[src/rtl/ez8_loader_pkg.sv]
// Shared definitions for the ez8 serial boot loader.
//   state_t    : packet FSM states
//   rx_state_t : UART receiver states
//   SYNC_BYTE  : packet start marker
//   baud_div() : clocks per UART bit (truncating integer divide)
package ez8_loader_pkg;

  typedef enum logic [2:0] {
    IDLE, LEN_HI, LEN_LO, DATA_HI, DATA_LO, WRITE, CHECK, DONE
  } state_t;

  typedef enum logic [1:0] {
    RX_IDLE, RX_START, RX_DATA, RX_STOP
  } rx_state_t;

  localparam logic [7:0] SYNC_BYTE = 8'h55;

  function automatic int unsigned baud_div(input int unsigned clk_freq,
                                           input int unsigned baud);
    return clk_freq / baud;
  endfunction

endpackage

[src/rtl/ez8_uart_rx.sv]
// 8N1 UART receiver for the ez8 boot loader.
//   clk, reset_n : system clock, async active-low reset
//   uart_rx      : asynchronous serial input, idle high
//   rx_valid     : 1-cycle pulse after a stop bit sampled high
//   rx_data      : received byte, valid with rx_valid
//   rx_ferr      : 1-cycle pulse after a stop bit sampled low (byte dropped)
module ez8_uart_rx
  import ez8_loader_pkg::*;
#(
  parameter int unsigned CLK_FREQ = 50000000,
  parameter int unsigned BAUD     = 115200
) (
  input  logic       clk,
  input  logic       reset_n,
  input  logic       uart_rx,
  output logic       rx_valid,
  output logic [7:0] rx_data,
  output logic       rx_ferr
);

  localparam int unsigned DIV  = baud_div(CLK_FREQ, BAUD);
  localparam int unsigned HALF = (DIV / 2 > 0) ? DIV / 2 : 1;
  localparam int unsigned CW   = $clog2(DIV + 1);

  rx_state_t     state, next;
  logic          meta, sync, prev;
  logic [CW-1:0] cnt;
  logic [2:0]    bit_idx;
  logic [7:0]    shreg;
  logic          tick;

  assign tick    = (cnt == '0);
  assign rx_data = shreg;

  always_comb begin
    next = state;
    case (state)
      RX_IDLE:  if (prev && !sync) next = RX_START;
      // A start bit that is high again at mid-bit is treated as a glitch.
      RX_START: if (tick) next = sync ? RX_IDLE : RX_DATA;
      RX_DATA:  if (tick && bit_idx == 3'd7) next = RX_STOP;
      RX_STOP:  if (tick) next = RX_IDLE;
      default:  next = RX_IDLE;
    endcase
  end

  always_ff @(posedge clk or negedge reset_n) begin
    if (!reset_n) begin
      state    <= RX_IDLE;
      meta     <= 1'b1;
      sync     <= 1'b1;
      prev     <= 1'b1;
      cnt      <= '0;
      bit_idx  <= '0;
      shreg    <= '0;
      rx_valid <= 1'b0;
      rx_ferr  <= 1'b0;
    end else begin
      state    <= next;
      meta     <= uart_rx;
      sync     <= meta;
      prev     <= sync;
      rx_valid <= 1'b0;
      rx_ferr  <= 1'b0;
      if (state == RX_IDLE) begin
        // Preload half a bit so the first tick lands mid start bit.
        cnt     <= CW'(HALF - 1);
        bit_idx <= '0;
      end else begin
        cnt <= tick ? CW'(DIV - 1) : cnt - 1'b1;
        if (tick && state == RX_DATA) begin
          shreg   <= {sync, shreg[7:1]};
          bit_idx <= bit_idx + 1'b1;
        end
        if (tick && state == RX_STOP) begin
          rx_valid <= sync;
          rx_ferr  <= !sync;
        end
      end
    end
  end

endmodule

[src/rtl/ez8_uart_loader.sv]
// Serial boot loader: receives 55 LEN_HI LEN_LO {HI LO}*N over UART, writes
// words into ez8_cpu instruction memory, holds the CPU paused meanwhile and
// pulses cpu_reset on a successful load.
// Optional build macro LOADER_CHECKSUM_EN: a trailing byte equal to the 8-bit
// sum of LEN_HI, LEN_LO and all data bytes must follow the image.
//   clk, reset_n     : system clock, async active-low reset
//   uart_rx          : serial input, 8N1, idle high
//   instr_writeaddr  : word index mod 2^ADDR_WIDTH
//   instr_writedata  : {DATA_HI, DATA_LO}
//   instr_write_en   : 1-cycle write strobe
//   pause            : CPU stall while a packet is in progress
//   cpu_reset        : 1-cycle pulse after a successful load
//   loading          : FSM not in IDLE
//   error            : sticky framing/timeout/checksum error, cleared by sync
module ez8_uart_loader
  import ez8_loader_pkg::*;
#(
  parameter int unsigned CLK_FREQ       = 50000000,
  parameter int unsigned BAUD           = 115200,
  parameter int unsigned ADDR_WIDTH     = 12,
  parameter int unsigned DATA_WIDTH     = 16,
  parameter int unsigned TIMEOUT_CYCLES = 5000000
) (
  input  logic                  clk,
  input  logic                  reset_n,
  input  logic                  uart_rx,
  output logic [ADDR_WIDTH-1:0] instr_writeaddr,
  output logic [DATA_WIDTH-1:0] instr_writedata,
  output logic                  instr_write_en,
  output logic                  pause,
  output logic                  cpu_reset,
  output logic                  loading,
  output logic                  error
);

  localparam int unsigned TW = $clog2(TIMEOUT_CYCLES + 1);
`ifdef LOADER_CHECKSUM_EN
  localparam state_t AFTER_DATA = CHECK;
`else
  localparam state_t AFTER_DATA = DONE;
`endif

  state_t                state, next;
  logic                  rx_valid, rx_ferr;
  logic [7:0]            rx_data;
  logic [7:0]            len_hi, data_hi, data_lo;
  logic [15:0]           remaining;
  logic [ADDR_WIDTH-1:0] idx;
  logic [TW-1:0]         timer;
  logic                  expire, sync_seen, chk_fail;

  ez8_uart_rx #(.CLK_FREQ(CLK_FREQ), .BAUD(BAUD)) u_rx (
    .clk      (clk),
    .reset_n  (reset_n),
    .uart_rx  (uart_rx),
    .rx_valid (rx_valid),
    .rx_data  (rx_data),
    .rx_ferr  (rx_ferr)
  );

  assign instr_writeaddr = idx;
  assign instr_writedata = DATA_WIDTH'({data_hi, data_lo});
  assign instr_write_en  = (state == WRITE);
  assign cpu_reset       = (state == DONE);
  assign loading         = (state != IDLE);
  assign pause           = (state != IDLE);

  // A byte arriving on the expiry cycle wins over the timeout.
  assign expire    = (state != IDLE) && !rx_valid && (timer == TW'(TIMEOUT_CYCLES - 1));
  assign sync_seen = (state == IDLE) && rx_valid && (rx_data == SYNC_BYTE);

`ifdef LOADER_CHECKSUM_EN
  logic [7:0] csum;
  assign chk_fail = (state == CHECK) && rx_valid && (rx_data != csum);
`else
  assign chk_fail = 1'b0;
`endif

  always_comb begin
    next = state;
    case (state)
      IDLE:    if (sync_seen) next = LEN_HI;
      LEN_HI:  if (rx_valid) next = LEN_LO;
      LEN_LO:  if (rx_valid) next = ({len_hi, rx_data} == 16'd0) ? AFTER_DATA : DATA_HI;
      DATA_HI: if (rx_valid) next = DATA_LO;
      DATA_LO: if (rx_valid) next = WRITE;
      WRITE:   next = (remaining == 16'd1) ? AFTER_DATA : DATA_HI;
      CHECK:   if (rx_valid) next = chk_fail ? IDLE : DONE;
      DONE:    next = IDLE;
      default: next = IDLE;
    endcase
    if (rx_ferr || expire) next = IDLE;
  end

  always_ff @(posedge clk or negedge reset_n) begin
    if (!reset_n) state <= IDLE;
    else          state <= next;
  end

  always_ff @(posedge clk or negedge reset_n) begin
    if (!reset_n) begin
      len_hi    <= '0;
      data_hi   <= '0;
      data_lo   <= '0;
      remaining <= '0;
      idx       <= '0;
      timer     <= '0;
      error     <= 1'b0;
`ifdef LOADER_CHECKSUM_EN
      csum      <= '0;
`endif
    end else begin
      if (state == IDLE || rx_valid) timer <= '0;
      else if (!expire)              timer <= timer + 1'b1;

      if (rx_ferr || expire || chk_fail) error <= 1'b1;
      else if (sync_seen)                error <= 1'b0;

      if (sync_seen) idx <= '0;
      if (rx_valid) begin
        case (state)
          LEN_HI:  len_hi    <= rx_data;
          LEN_LO:  remaining <= {len_hi, rx_data};
          DATA_HI: data_hi   <= rx_data;
          DATA_LO: data_lo   <= rx_data;
          default: ;
        endcase
      end
      if (state == WRITE) begin
        idx       <= idx + 1'b1;
        remaining <= remaining - 1'b1;
      end
`ifdef LOADER_CHECKSUM_EN
      if (sync_seen) csum <= '0;
      else if (rx_valid && (state == LEN_HI || state == LEN_LO ||
                            state == DATA_HI || state == DATA_LO))
        csum <= csum + rx_data;
`endif
    end
  end

endmodule

[config.mk]
export PLATFORM = sky130hd
export DESIGN_NAME = ez8_uart_loader
export DESIGN_NICKNAME = d
export VERILOG_FILES = /design/src/rtl/ez8_loader_pkg.sv /design/src/rtl/ez8_uart_rx.sv /design/src/rtl/ez8_uart_loader.sv
export SDC_FILE = /design/constraint.sdc
export NUM_CORES = 1
export LEC_CHECK = 0
export CAP_MARGIN = 20
export CORE_UTILIZATION = 40
export CTS_CLUSTER_DIAMETER = 30
export DETAILED_ROUTE_END_ITERATION = 12
export PLACE_DENSITY_LB_ADDON = 0.3
export RECOVER_POWER = 50
export SYNTH_ARGS = -nofsm -noshare
export SYNTH_HDL_FRONTEND = slang
export SYNTH_HIERARCHICAL = 1
export SYNTH_SLANG_ARGS = --single-unit
[constraint.sdc]
create_clock -name clk -period 1.8 [get_ports clk]
set_input_delay 0.54 -clock clk [delete_from_list [all_inputs] [get_ports clk]]
set_output_delay 0.54 -clock clk [all_outputs]
set_load 0.01 [all_outputs]
# Yosys cells after proc, flatten, opt, wreduce, memory -nomap -nowiden
# Cells that the tools add are included.
# totals
regBits	106
word_cells	110
in_bits	3
out_inout_bits	33
# op_classes
reduce_logical	29
n_eq_ne	25
muxes	33
add_sub_neg	5
n_bitwise	1
# op_table
cell	n
$mux W16	3
$mux W23	2
$mux W3	11
$mux W12	2
$pmux W3 S8	1
$add A23 B1 Y23 const B	1
$eq A23 B23 Y1 const B	1
$mux W9	2
$eq A16 B1 Y1 const B	1
$logic_not A16 Y1	1
$sub A16 B1 Y16 const B	1
$eq A3 B3 Y1 const B	5
$ne A3 B2 Y1 const B	5
$add A12 B1 Y12 const B	1
$mux W2	5
$ne A2 B1 Y1 const B	5
$reduce_and A2 Y1	5
$reduce_bool A2 Y1	5
$logic_not A9 Y1	1
$sub A9 B1 Y9 const B	1
$eq A8 B7 Y1 const B	1
$logic_and A1 B1 Y1	8
$pmux W2 S4	1
$eq A3 B2 Y1 const B	2
other kinds (14)	22

# Depth between registers and ports, before layout
# Gate-level depths: netlist (run 1).
# depth
ltp_word	6
mapped_depth	8
depth_no_buf	8

# By module
# The synthesis (run 1) kept the hierarchy.
# modules_own_cells
mod	cells_each	area_each_um2	n_inst	seq_area_each_um2
ez8_uart_loader	384	3942.5	1	1976.9
ez8_uart_rx	99	1199.9	1	679.4

# Least setup slack after synthesis (run 1)
# Ideal clock, no wire load.
# synth_path
kind	register to register
from	register, netlist name state[1]
to	register, netlist name state[1]
setup_slack_ns	-0.196
arrival_time_ns	1.876
setup_ns	0.120
period_less_slack_ns	1.996
path_buffers	0
stages_incl_launch_ff	8
t_required_ns	1.680
path_cell_list	dfrtp_1 inv_1 ha_1 nor2b_1 inv_1 or3_1 and2_4 a31o_2

==> results by stage, run 1 <==
Route:
- In the routed design, unresolved DRC markers number 0.
- After the first detailed-routing iteration, the DRC count stood at 221.
- The average wire length per cell after detail routing is 15.8 um.
- The total wire length is 12.5 mm.
- The detailed-routing iteration count for the pre-antenna-repair pass is 5.
- Using the TritonRoute via totals, the vias-per-cell ratio works out to 5.35.
- The routed via count is 4,228.
- The remaining number of nets flagged by the antenna check after routing is 0.

Placement:
- The count of input and output buffers is 35.
- The instance count after placement with tap cells included is 754.
- Once detailed placement completed, the half-perimeter wirelength came to 8.46 mm.
- The cell area after placement is 0.00628 sq mm.
- Routability-driven placement finished with a final weighted congestion of 0.811.

Layout:
- The post-route non-filler standard cell count is 790.
- Summing all non-filler instances in the final layout gives an area of 0.00703 sq mm.
- Measured on the finished design, the core utilization comes to 0.559.
- Leaving out fill and tap cells, the most frequent cell in the layout is dfrtp_1.
- The repair_antennas step left the layout with diodes totalling 0.
- In the final layout, the share of cells above drive strength 1 is 0.361.
- The layout overhead on the synthesized area is 36.7%.
- In the final design database the tool counted 627 nets.
- The top cell types in the final layout, fill and taps aside, are 99 x dfrtp_1, 83 x buf_4, 46 x nand2_1.
- The count of fill cells added during filler insertion is 1,042.

Clock network:
- For this design, the sink count on the clock tree is 106.
- The root buffer cell is clkbuf_16.
- Clock-pin slew was measured on the worst setup and hold paths at 0.07 ns.
- The H-tree generated during clock tree synthesis spans 3 levels.
- The TritonCTS clock tree is yes.
- The insertion delay of the later-clocked pin in the worst-skew pair is 0.35 ns.
- The maximum clock path buffer count is 2.
- The number of CTS-inserted buffers is 9.

Floorplan:
- The vertical extent of the die is 115 um.
- 36 I/O pins were placed.
- The die footprint is 0.0133 sq mm.
- The site row count is 41.
- The width of the chip is 115 um.
- The area of the placeable core is 0.0126 sq mm.
- The initial utilization of the core area, before any placement, comes to 0.409.

Global route:
- The via count of the first global-routing pass is 4,262.
- After global routing the overflow that remains totals 0.
- The wire length of the first global-routing pass is 20.5 mm.
- The initial antenna violation count is 0.
- Entering global routing, the biggest net connects 33 pins.
- The aggregate global-route resource usage is 0.198.

Critical path:
- The number of cell instances on the worst register-to-register path is 9.
- Along the worst path, the maximum fanout reaches 4.
- For the worst setup path, the data arrival time is 1.43 ns.
- The worst setup path is launched from a flip-flop.
- The endpoint identified for the worst register-to-register timing path is remaining[13].
- For flop-to-flop paths, the worst setup slack is -0.13 ns.
- STA puts the critical path data required time at 1.26 ns.
- The startpoint identified for the worst register-to-register timing path is state[1].
- The worst setup path is captured at a primary output.
- The type of the worst setup path is reg2out.

Synth:
- Of the post-synthesis cell area, the dominant cell type holds 0.501.
- Sorting the synthesized cells by area gives the leading types as dfrtp_1 50%, mux2_2 7.2%, nand2_1 3.6%.
- The cell accounting for the most synthesized area is dfrtp_1.
- Counting every net in the synthesized netlist gives 497.
- After synthesis, the mean cell area works out to 10.6 sq um.
- The number of different library cells used by synthesis comes to 68.
- The number of storage elements in the synthesis netlist is 106.
- The Yosys step of the flow raised 6 warnings.
- The register area share after synthesis is 0.517.
- For this run, the leading register cell type out of synthesis is dfrtp_1.
- In the synthesized netlist the async set-or-reset flop fraction comes to 1.00.
- The synthesized cell area is 0.00514 sq mm.
- The number of enable-type register cells in the synthesized netlist is 0.
- The count of mapped cells out of synthesis is 483.

Timing:
- The slew at the pin with the worst max-slew slack is 0.808 ns.
- The final worst hold slack is 0.265 ns.
- Between clock sinks in the finished design, the worst skew comes to 0.00567 ns.
- Of the available clock period, the critical path in the final layout requires 1.10.
- The shortest period the worst path allows is 1.97 ns.
- For this run, the top clock speed supported by timing is 507 MHz.
- Setup repair after global routing could not meet its margin everywhere.
- The number of hold-slack violations in the final timing report is 0.
- The final setup violation count is 17.
- The max-slew violation count came to 0.
- The relative slew slack is 0.461.
- The least setup slack across all paths after layout is -0.174 ns.

Hold path:
- The min-delay analysis places its worst path in the category in2async.

Power and ir drop:
- The total power after layout is 6.69 mW.
- The total power density per cell area is 951 mW/mm^2.
- For this design the static power due to leakage is 3.50 nW.
- The maximum ir drop on the vdd rail is 0.737 mV.

Outcome:
- The checks that failed: setup timing.
- The run finished, with violations left.

Run:
- The total of max-cap violations is 0.
==> layout make-up <==
| cell class | instances | area, sq um | share of cell area |
|---|---|---|---|
| tap | 172 | 215 | 0.0306 |
| multi-input combinational | 349 | 2660 | 0.378 |
| clock inverter | 5 | 80.1 | 0.0114 |
| sequential | 106 | 2660 | 0.379 |
| clock buffer | 11 | 233 | 0.0331 |
| timing repair buffer | 133 | 1130 | 0.161 |
| inverter | 14 | 52.6 | 0.00748 |
==> critical path, cell delays in order (launching register included) <==
cell,delay [ns]
dfrtp_1,0.41
inv_2,0.11
buf_12,0.11
ha_4,0.12
nor2b_4,0.15
inv_2,0.07
buf_6,0.12
==> logic make-up (layout without fill, tap and decap cells) <==
| group | count (synthesis) | in the layout | share of synthesized area |
|---|---|---|---|
| AND/OR/NAND/NOR | 198 | 198 | 0.208 |
| buffers and inverters | 28 | 163 | 0.0229 |
| XOR/XNOR | 23 | 23 | 0.0392 |
| multiplexers | 38 | 38 | 0.0820 |
| adder cells (fa/ha/maj) | 11 | 11 | 0.0268 |
| AO/OA/AOI/OAI | 79 | 79 | 0.105 |
| flip-flops | 106 | 106 | 0.517 |
==> sequential cells by signal, indices dropped and copies added (netlist names), named ones only <==
name,cells
state,3
u_rx/meta,1
u_rx/state,1
len_hi,8
data_lo,8
u_rx/cnt,9
remaining,16
u_rx/prev,1
data_hi,8
instr_writeaddr,12
u_rx/bit_idx,3
timer,23
u_rx/rx_data,8
error,1
u_rx/sync,1
u_rx/rx_valid,1
u_rx/rx_ferr,1
==> worst max-delay path by stage <==
stage,start,to
finish,state[1],pause
global route,state[1],loading
CTS,state[1],pause
detailed placement,state[0],pause
global placement,state[0],pause
floorplan,timer[0],state[1]
==> metal layers <==
| metal | routed length, um | GRT usage |
|---|---|---|
| met2 | 6340 | 0.335 |
| met1 | 5640 | 0.252 |
| met4 | 239 | 0.0866 |
| met5 | 0 | 0 |
| met3 | 250 | 0.0300 |
==> through the flow <==
step | worst slack [ns] | setup TNS [ns]
after floorplan | -0.0154 | -0.0154
after global placement | -0.108 | -0.966
after detailed placement | -0.135 | -1.39
after CTS | -0.152 | -0.661
after global routing | -0.220 | -3.48
final | -0.174 | -1.35
==> cell usage after synthesis, types with 3 or more instances <==
cell type  count
dfrtp_1      103
nand2_1       50
nor2_1        46
mux2_2        33
nand3_1       22
o21ai_0       20
a21oi_1       17
xor2_1        16
inv_1         14
nor3_1        14
clkbuf_1      11
ha_1          11
nor4_1        10
nand4_1        8
xnor2_1        7
a211oi_1       6
and2_1         5
mux2i_1        5
o211ai_1       5
or3_1          5
a211o_1        3
a311oi_1       3
and4_1         3
dfstp_2        3
nor3_2         3
nor3b_1        3
nor4_2         3
o311ai_0       3
or4_1          3
==> where the power goes <==
part / internal (mW) / total, mW / switching, mW
Combinational: 0.965 / 1.86 / 0.895
Clock: 1.22 / 2.10 / 0.877
Sequential: 2.54 / 2.73 / 0.189
Total: 4.72 / 6.69 / 1.96
==> what timing repair did <==
item / in CTS / in global routing
resized for setup: 57 / 66
setup endpoints to repair: 52 / 68
hold buffers: 0 / 0
buffers inserted: 14 / 7
pin swaps: 10 / 21
Power figures use the tool's default switching activity.
==> run 2: changes to the inputs <==
CTS_CLUSTER_SIZE = 40   (was unset)
clock period = 2.2 ns   (was 1.8 ns; I/O delays follow)
==> results by stage, run 2 (synthesis gave the netlist of run 1 again) <==
Global route:
- The residual overflow from global routing was 0 (unchanged).
- The largest net degree at the start of global routing is 107 (+220%).
- The initial antenna violation count was 0 (unchanged).
- The wire length of the first global-routing pass came to 18.3 mm (-11%).
- The aggregate global-route resource usage came to 0.175 (-0.0237).
- The via count of the first global-routing pass is 3,718 (-13%).

Critical path:
- The required arrival time at the worst endpoint is 1.54 ns (+0.28 ns).
- The data arrival at the endpoint of the critical path was 1.48 ns (+0.05 ns).
- The type of the worst setup path is reg2out.
- The number of cell instances on the worst register-to-register path came to 8 (-1).
- The worst setup path is captured at a primary output.
- The critical path launch point type is a flip-flop.
- The biggest fanout along the worst timing path is 4 (unchanged).

Timing:
- The post-route clock skew is 0.00573 ns (+0.0000590 ns).
- Static timing analysis puts the maximum clock frequency at 467 MHz.
- The final setup violation count is 0 (-17).
- The total negative slack is 0 ns (+1.35 ns).
- Setup repair after global routing could not meet its margin everywhere.
- The period utilization is 0.974.
- The slew at the pin with the worst max-slew slack was 1.41 ns (+0.603 ns).
- The max-slew violation count is 0 (unchanged).
- The shortest period the worst path allows is 2.14 ns.
- The relative slew slack is 0.0593 (-0.402).
- The number of hold-slack violations in the final timing report was 0 (unchanged).
- The least setup slack across all paths after layout is 0.0568 ns (+0.230 ns).

Placement:
- The last weighted congestion value of the routability-driven placer is 0.854 (+5.4%).
- The worst setup slack after placement is 0.0411 ns (+0.176 ns).
- The post-detailed-placement half-perimeter wirelength is 7.38 mm (-13%).
- The count of input and output buffers is 35 (unchanged).
- The instance count after placement with tap cells included is 697 (-7.6%).

Layout:
- The number of nets in the layout is 551 (-12%).
- The most common cell after layout, fill and taps aside is dfrtp_1.
- The antenna diode count came to 0 (unchanged).
- The count of fill cells added during filler insertion is 1,150 (+10%).
- The post-route non-filler standard cell count is 714 (-9.6%).
- The share of final-layout standard cells stronger than drive strength 1 came to 0.192 (-0.169).
- The flip-flop count of the largest register after layout is 23 (unchanged).
- In the layout the commonest cells are 103 x dfrtp_1, 49 x nand2_1, 46 x nor2_1.
- The combined area of the multi-input logic cells is 0.00238 sq mm (-10%).
- Relative to the synthesized area, the layout overhead comes to 19.0%.
- The area taken by flip-flops and latches is 0.00266 sq mm (-0.19%).
- Ranked by flip-flop count, first place goes to timer.
- The core utilization of the finished layout is 0.487 (-0.0722).

Route:
- The remaining number of nets flagged by the antenna check after routing is 0 (unchanged).
- The detail-routed via count per cell is 5.41 (+1.1%).
- The detailed-routing wirelength on met1 is 4.95 mm (-12%).
- The met2 wire length is 4.99 mm (-21%).
- The DRC violation total after the first TritonRoute iteration is 208 (-5.9%).
- The routed wire length on met3 is 331 um (+32%).
- The routed via count is 3,863 (-8.6%).
- The detailed router used layers up to and including met4.
- The detailed-routing iteration count for the pre-antenna-repair pass is 4 (-1).
- The total wire length was 10.5 mm (-16%).
- The average wire length per cell after detail routing is 14.6 um (-7.3%).
- The number of design rule violations left after detail routing is 0 (unchanged).

Outcome:
- The flow ran to the end, and the final reports show no timing, DRC or antenna violations.

Clock network:
- The number of H-tree branching levels was 3 (unchanged).
- The maximum clock path buffer count came to 2 (unchanged).
- The number of CTS-inserted buffers is 9 (unchanged).
- The TritonCTS clock tree is yes.
- The CTS sink count is 106 (unchanged).
- The clock transition at the registers of the reported paths was 0.07 ns (about the same).
- The root buffer cell chosen for the clock tree is clkbuf_16.
- The insertion delay of the later-clocked pin in the worst-skew pair is 0.34 ns (about the same).

Floorplan:
- The width of the chip is 115 um (unchanged).
- The die footprint is 0.0133 sq mm (unchanged).
- The vertical extent of the die came to 115 um (unchanged).
- The initial standard-cell utilization of the core is 0.409 (unchanged).
- The area of the placeable core is 0.0126 sq mm (unchanged).
- The site row count was 41 (unchanged).
- The count of boundary I/O pins is 36 (unchanged).

Power and ir drop:
- The net load switching power is 1.41 mW (-28%).
- The maximum ir drop on the vdd rail is 0.408 mV (-45%).
- The proportion of power drawn by combinational gates was 0.196 (-0.082).
- The clock network fraction of design power is 0.339 (+0.026).
- The total power density per cell area is 787 mW/mm^2 (-17%).
- The switching portion of total power was 0.292 (-0.00107).
- The part of the power in registers is 0.465 (+0.057).
- The total power after layout is 4.82 mW (-28%).
- The leakage power is 2.75 nW (-21%).
- The internal power is 3.41 mW (-28%).

Run:
- The total of max-cap violations is 0 (unchanged).

Hold path:
- The tightest min-delay check is of the reg2reg type.
- The depth of the worst hold-timing path is 0.
## run 2: changes by cell type in the layout (fill, tap and decap cells not counted), moves of 4 or more
| cell | previous run | this run |
|---|---|---|
| buf_4 | 83 | 20 |
| buf_6 | 12 | 0 |
| clkbuf_1 | 4 | 0 |
| clkdlybuf4s50_1 | 3 | 29 |
| dfrtp_1 | 99 | 103 |
| dfrtp_2 | 4 | 0 |
| dlygate4sd2_1 | 16 | 0 |
| dlymetal6s2s_1 | 10 | 0 |
| nor2_1 | 42 | 46 |
| o21ai_0 | 14 | 20 |
## run 2: power by group through the flow
stage / registers (mW) / clock network, mW / logic, mW
CTS: 2.24 / 1.68 / 0.945
global placement: 2.26 / 0 / 0.911
global route: 2.27 / 1.76 / 1.08
detailed placement: 2.28 / 0 / 0.941
floorplan: 2.23 / 0 / 0.652
finish: 2.24 / 1.63 / 0.945
## run 2: area by class of cell
type | instances | area share
clock inverters | 6 | 0.0108
well taps | 172 | 0.0352
repair buffers | 57 | 0.0828
inverters | 14 | 0.00859
multi-input cells | 349 | 0.390
clock buffers | 10 | 0.0390
flip-flops and latches | 106 | 0.434
## run 2: per-stage QoR
step           hold WS, ns  instance area [sq um]
2_1_floorplan        0.345                   5140
3_3_place_gp         0.345                   5810
3_5_place_dp         0.348                   5810
4_1_cts              0.359                   6120
5_1_grt              0.367                   6120
6_report             0.362                   6120
## run 2: worst paths after layout
path	from	to	slack [ns]
max	state[1]	loading	0.06
min in group asynchronous	reset_n	remaining[10]	0.73
max reg2reg	state[1]	state[1]	0.18
min reg2reg	u_rx/meta	u_rx/sync	0.36
max in group asynchronous	reset_n	instr_writeaddr[4]	0.55
min	u_rx/meta	u_rx/sync	0.36
## run 2: repair_timing
item / 4_1_cts / 5_1_grt
hold buffers: 0 / 0
setup endpoints to repair: 4 / 7
resized for setup: 11 / 8
setup buffers: 0 / 1
## run 2: critical path, cell delays in order (launching register included)
cell and delay (ns):
dfrtp_1 0.42, inv_2 0.10, ha_2 0.19, nor2b_4 0.15, inv_2 0.06, clkdlybuf4s15_2 0.22
## run 2: metal layers
layer | vias to the layer above | track usage
met3 | 15 | 0.0258
li1 | 1864 | -
met4 | 0 | 0.0719
met2 | 58 | 0.271
met1 | 1926 | 0.244
met5 | - | 0
==> edit 1: new RTL, settings of run 2 <==
Add a define of `LOADER_CHECKSUM_EN`.
--- a/src/rtl/ez8_uart_loader.sv
+++ b/src/rtl/ez8_uart_loader.sv
@@ -14,2 +14,4 @@
 //   error            : sticky framing/timeout/checksum error, cleared by sync
+`define LOADER_CHECKSUM_EN
+
 module ez8_uart_loader
Behaviour: no difference found for any inputs over 10 cycles, from zero or initial values and one cycle with reset_n low; that may be too few to reach the edited logic, so the function may still have changed.
==> edit 1 against run 2 <==
The flow now finishes with violations (capacitance limit, slew limit); final area is 16% higher; wire length increased by 21%; global-route usage rose by 1.6 points; clock skew rose by 0.0014 ns; sequential cell count grew 8; worst setup slack better by 0.0035 ns; synthesized area rose by 11%; highest routed layer unchanged.
Power is not compared: it rests on default switching activity, and its combinational part moved more than twofold at a synthesized area within 25%.
==> edit 1: results (changes against run 2) <==
stage;metric;value;unit;change
final_layout;Layout Cells excl Fill;816;;+14%
global_routing;number of global-route vias before repair;4447;;+20%
final_layout;Data buffer area share;0.0878;;+0.00505
global_routing;largest net degree at the start of global routing;42;;-61%
clock_tree;Worst-Skew Late Latency;0.42;ns;+0.08 ns
placed_design;post-DP HPWL;8830;µm;+20%
sta;Layout Skew;0.00717;ns;+0.00144 ns
worst_setup_path;Critical R2R Launch;u_rx/rx_data[1];;
status;failing checks;capacitance limit, slew limit;;
final_layout;layout cells sized above 1;0.182;;-0.00949
worst_setup_path;Critical Path Sink;pause;;
floorplan;Well Taps;180;;+4.7%
worst_setup_path;CP max stage cell;or3_4;;
worst_setup_path;Top delay family on crit path;simple AND/OR/NAND/NOR gates;;
logic_synthesis;Compound-Gate Fraction of Synth Area;0.110;;+0.00512
placed_design;dpl ws;0.0801;ns;+0.0389 ns
logic_synthesis;syn_nets;577;;+16%
clock_tree;clock-pin slew on the worst setup and hold paths;0.05;ns;-0.02 ns
run;Max-Cap Viols;1;;+1
worst_setup_path;r2r endpoint;csum[3];;
logic_synthesis;post-synthesis register bit count;114;;+7.5%
sta;min cycle time layout;2.14;ns;-0.00347 ns
final_layout;comb_multi_in;406;;+16%
detailed_routing;drt initial violations;235;;+13%
detailed_routing;overall routed net length;12600;µm;+21%
final_layout;# fillers;1220;;+6.1%
sta;final slew viol count;24;;+24
final_layout;clock buffers;23;;+13
logic_synthesis;Cell variety after synth;69;;+1.5%
final_layout;clock network area share;0.0935;;+0.0436
final_layout;multi-input combinational area share;0.378;;-0.0113
worst_setup_path;Worst setup startpoint;state[0];;
logic_synthesis;register area share after synthesis;0.501;;-0.0152
final_layout;post-route cell area;7110;µm²;+16%
logic_synthesis;most common library cells after synthesis;dfrtp_1, nor2_1, nand2_1;;
worst_setup_path;R2R Setup Slk;0.09;ns;-0.09 ns
status;status;finished, violations left;;
placed_design;Placed Cells;784;;+12%
logic_synthesis;top cells by area, synth;dfrtp_1, mux2_2, nor2_1;;
detailed_routing;Vias;4482;;+16%
logic_synthesis;XOR/XNOR share of the synthesized area;0.0430;;+0.00387
logic_synthesis;Post-Synth Adder-Cell Area;0.0343;;+0.00749
global_routing;first-pass GRT wire length;21700;µm;+19%
final_layout;Non-clk invs;13;;-1
sta;Slew Limit Headroom;-0.0297;;-0.0891
sta;hold_ws;0.361;ns;-0.00126 ns
## edit 1: cell types whose count changed after synthesis, moves of 4 or more
cell / before / now
and3_1: 1 / 9
and2_1: 5 / 1
dfrtp_1: 103 / 111
o21ai_0: 20 / 30
nand2_1: 50 / 56
nand4_1: 8 / 16
buf_2: 1 / 5
nor2_1: 46 / 58
clkbuf_1: 11 / 17
## edit 1: what timing repair did
action / CTS / global route
gates resized for setup: 8 / 7
endpoints found under the setup margin: 4 / 6
setup buffers: 0 / 0
endpoints found under the hold margin: 0 / 0
pin swaps: 0 / 2
## edit 1: power by group
group          internal (mW)  switching [mW]  total [mW]
Combinational          0.146           0.167       0.313
Sequential              2.19           0.124        2.31
Clock                   2.13           0.960        3.09
Total                   4.46            1.25        5.71
## edit 1: routing by layer
metal  share of wire  vias up  GRT usage
li1                -     2158          -
met1            0.47     2212      0.256
met2            0.47       99      0.290
met3           0.042       13     0.0475
met4           0.015        0     0.0795
met5               0        -          0
==> edit 2: new RTL, config.mk and constraints of run 2 <==
Made on the original files. Add an input register stage for `uart_rx`, without a reset; this delays it by one clock.
--- a/src/rtl/ez8_uart_loader.sv
+++ b/src/rtl/ez8_uart_loader.sv
@@ -36,2 +36,8 @@
   localparam int unsigned TW = $clog2(TIMEOUT_CYCLES + 1);
+
+  logic uart_rx_q;
+
+  always_ff @(posedge clk) begin
+    uart_rx_q <= uart_rx;
+  end
 `ifdef LOADER_CHECKSUM_EN
@@ -54,3 +60,3 @@
     .reset_n  (reset_n),
-    .uart_rx  (uart_rx),
+    .uart_rx  (uart_rx_q),
     .rx_valid (rx_valid),
Behaviour: no difference found for any inputs over 10 cycles, from zero or initial values and one cycle with reset_n low; that may be too few to reach the edited logic, so the function may still have changed.
==> edit 2 against run 2 <==
Final area decreased by 0.33%; global-route usage grew 1.0 points; synthesized area is 1.4% higher; hold slack lost 0.066 ns; wire length rose by 7.4%; sequential cell count increased by 1; total power is 5.7% lower; cell count stayed put; worst setup slack gained 0.032 ns.
==> edit 2: results (changes against run 2) <==
stage;metric;value;unit;change
global_routing;GRT Util Overall;0.185;;+0.0102
power_and_ir_drop;Max VDD drop;0.508;mV;+25%
detailed_routing;WL met1;5420;µm;+9.5%
worst_setup_path;Worst setup startpoint;state[0];;
worst_setup_path;Max FO, Critical Path;7;;+3
detailed_routing;drt first pass iters;4;;unchanged
logic_synthesis;Compound-Gate Fraction of Synth Area;0.111;;+0.00574
final_layout;number of flip-flops in the largest register;23;;unchanged
placed_design;gpl congestion;0.812;;-4.9%
placed_design;dpl ws;0.208;ns;+0.167 ns
logic_synthesis;top cells by area, synth;dfrtp_1, mux2_2, nor2_1;;
placed_design;DP Area;5830;µm²;+0.39%
hold_path;worst hold path startpoint;uart_rx_q;;
detailed_routing;Vias;3973;;+2.8%
sta;period utilization;0.959;;-0.0147
logic_synthesis;multiplexer area fraction after synthesis;0.0811;;-0.000901
logic_synthesis;Cell variety after synth;69;;+1.5%
placed_design;post-DP HPWL;7740;µm;+4.8%
worst_setup_path;r2r endpoint;remaining[13];;
hold_path;Endpoint, Worst Hold;u_rx/meta;;
global_routing;met2 Use GR;0.282;;+0.0107
sta;worst slew pin tran;0.854;ns;-0.557 ns
detailed_routing;routed length on met2;5090;µm;+2.1%
status;status;complete, no violations;;
clock_tree;Worst-Skew Late Latency;0.37;ns;+0.03 ns
power_and_ir_drop;P_leak;2.71;nW;-1.5%
detailed_routing;overall routed net length;11200;µm;+7.4%
logic_synthesis;Synth async-reset ratio;0.991;;-0.00935
worst_setup_path;worst reg2reg path depth;4;;-4
sta;hold_ws;0.297;ns;-0.0658 ns
final_layout;Inserted Diodes;0;;unchanged
logic_synthesis;register area share after synthesis;0.513;;-0.00335
detailed_routing;drt initial violations;268;;+29%
logic_synthesis;Post-Synth Adder-Cell Area;0.0168;;-0.00997
logic_synthesis;most common library cells after synthesis;dfrtp_1, nor2_1, nand2_1;;
global_routing;number of global-route vias before repair;3840;;+3.3%
global_routing;GR Util met3;0.0493;;+0.0235
logic_synthesis;syn_nets;501;;+0.80%
final_layout;nets;547;;-0.73%
global_routing;largest net degree at the start of global routing;48;;-55%
global_routing;first-pass GRT wire length;19100;µm;+4.8%
final_layout;layout cells sized above 1;0.159;;-0.0332
worst_setup_path;R2R Setup Slk;0.13;ns;-0.05 ns
logic_synthesis;syn avg cell area;10.6;µm²;-0.24%
detailed_routing;met3 wire length;504;µm;+52%
sta;Layout Skew;0.0119;ns;+0.00618 ns
global_routing;met1 usage;0.252;;+0.00712
worst_setup_path;Critical R2R Launch;state[1];;
-- edit 2: cell types whose count changed after synthesis, sizes merged, moves of 4 or more --
cell,run 2,this run
and3,1,9
buf,3,7
ha,11,7
nand2,50,43
nand3,23,19
nand3b,0,4
nand4,9,4
nor2,47,52
o21ai,21,26
xnor2,7,13
xor2,16,7
-- edit 2: power breakdown --
part	internal, mW	switching [mW]
logic	0.269	0.391
registers	2.08	0.194
clock network	0.798	0.808
-- edit 2: final cells by class --
cell class | count | area (µm²)
fillers | 1173 | 6570
repair buffers | 53 | 457
clock buffers | 9 | 225
inverters | 13 | 48.8
well taps | 172 | 215
multi-input cells | 353 | 2410
flip-flops and latches | 107 | 2680
clock inverters | 7 | 67.6
-- edit 2: timing repair --
item,4_1_cts,5_1_grt
buffers inserted,1,0
setup endpoints to repair,4,0
resized for setup,7,0
-- edit 2: critical path, stage by stage (launching register included) --
cell and delay, ns:
dfrtp_1 0.45, nor3_4 0.24, inv_2 0.10, dlygate4sd2_1 0.29
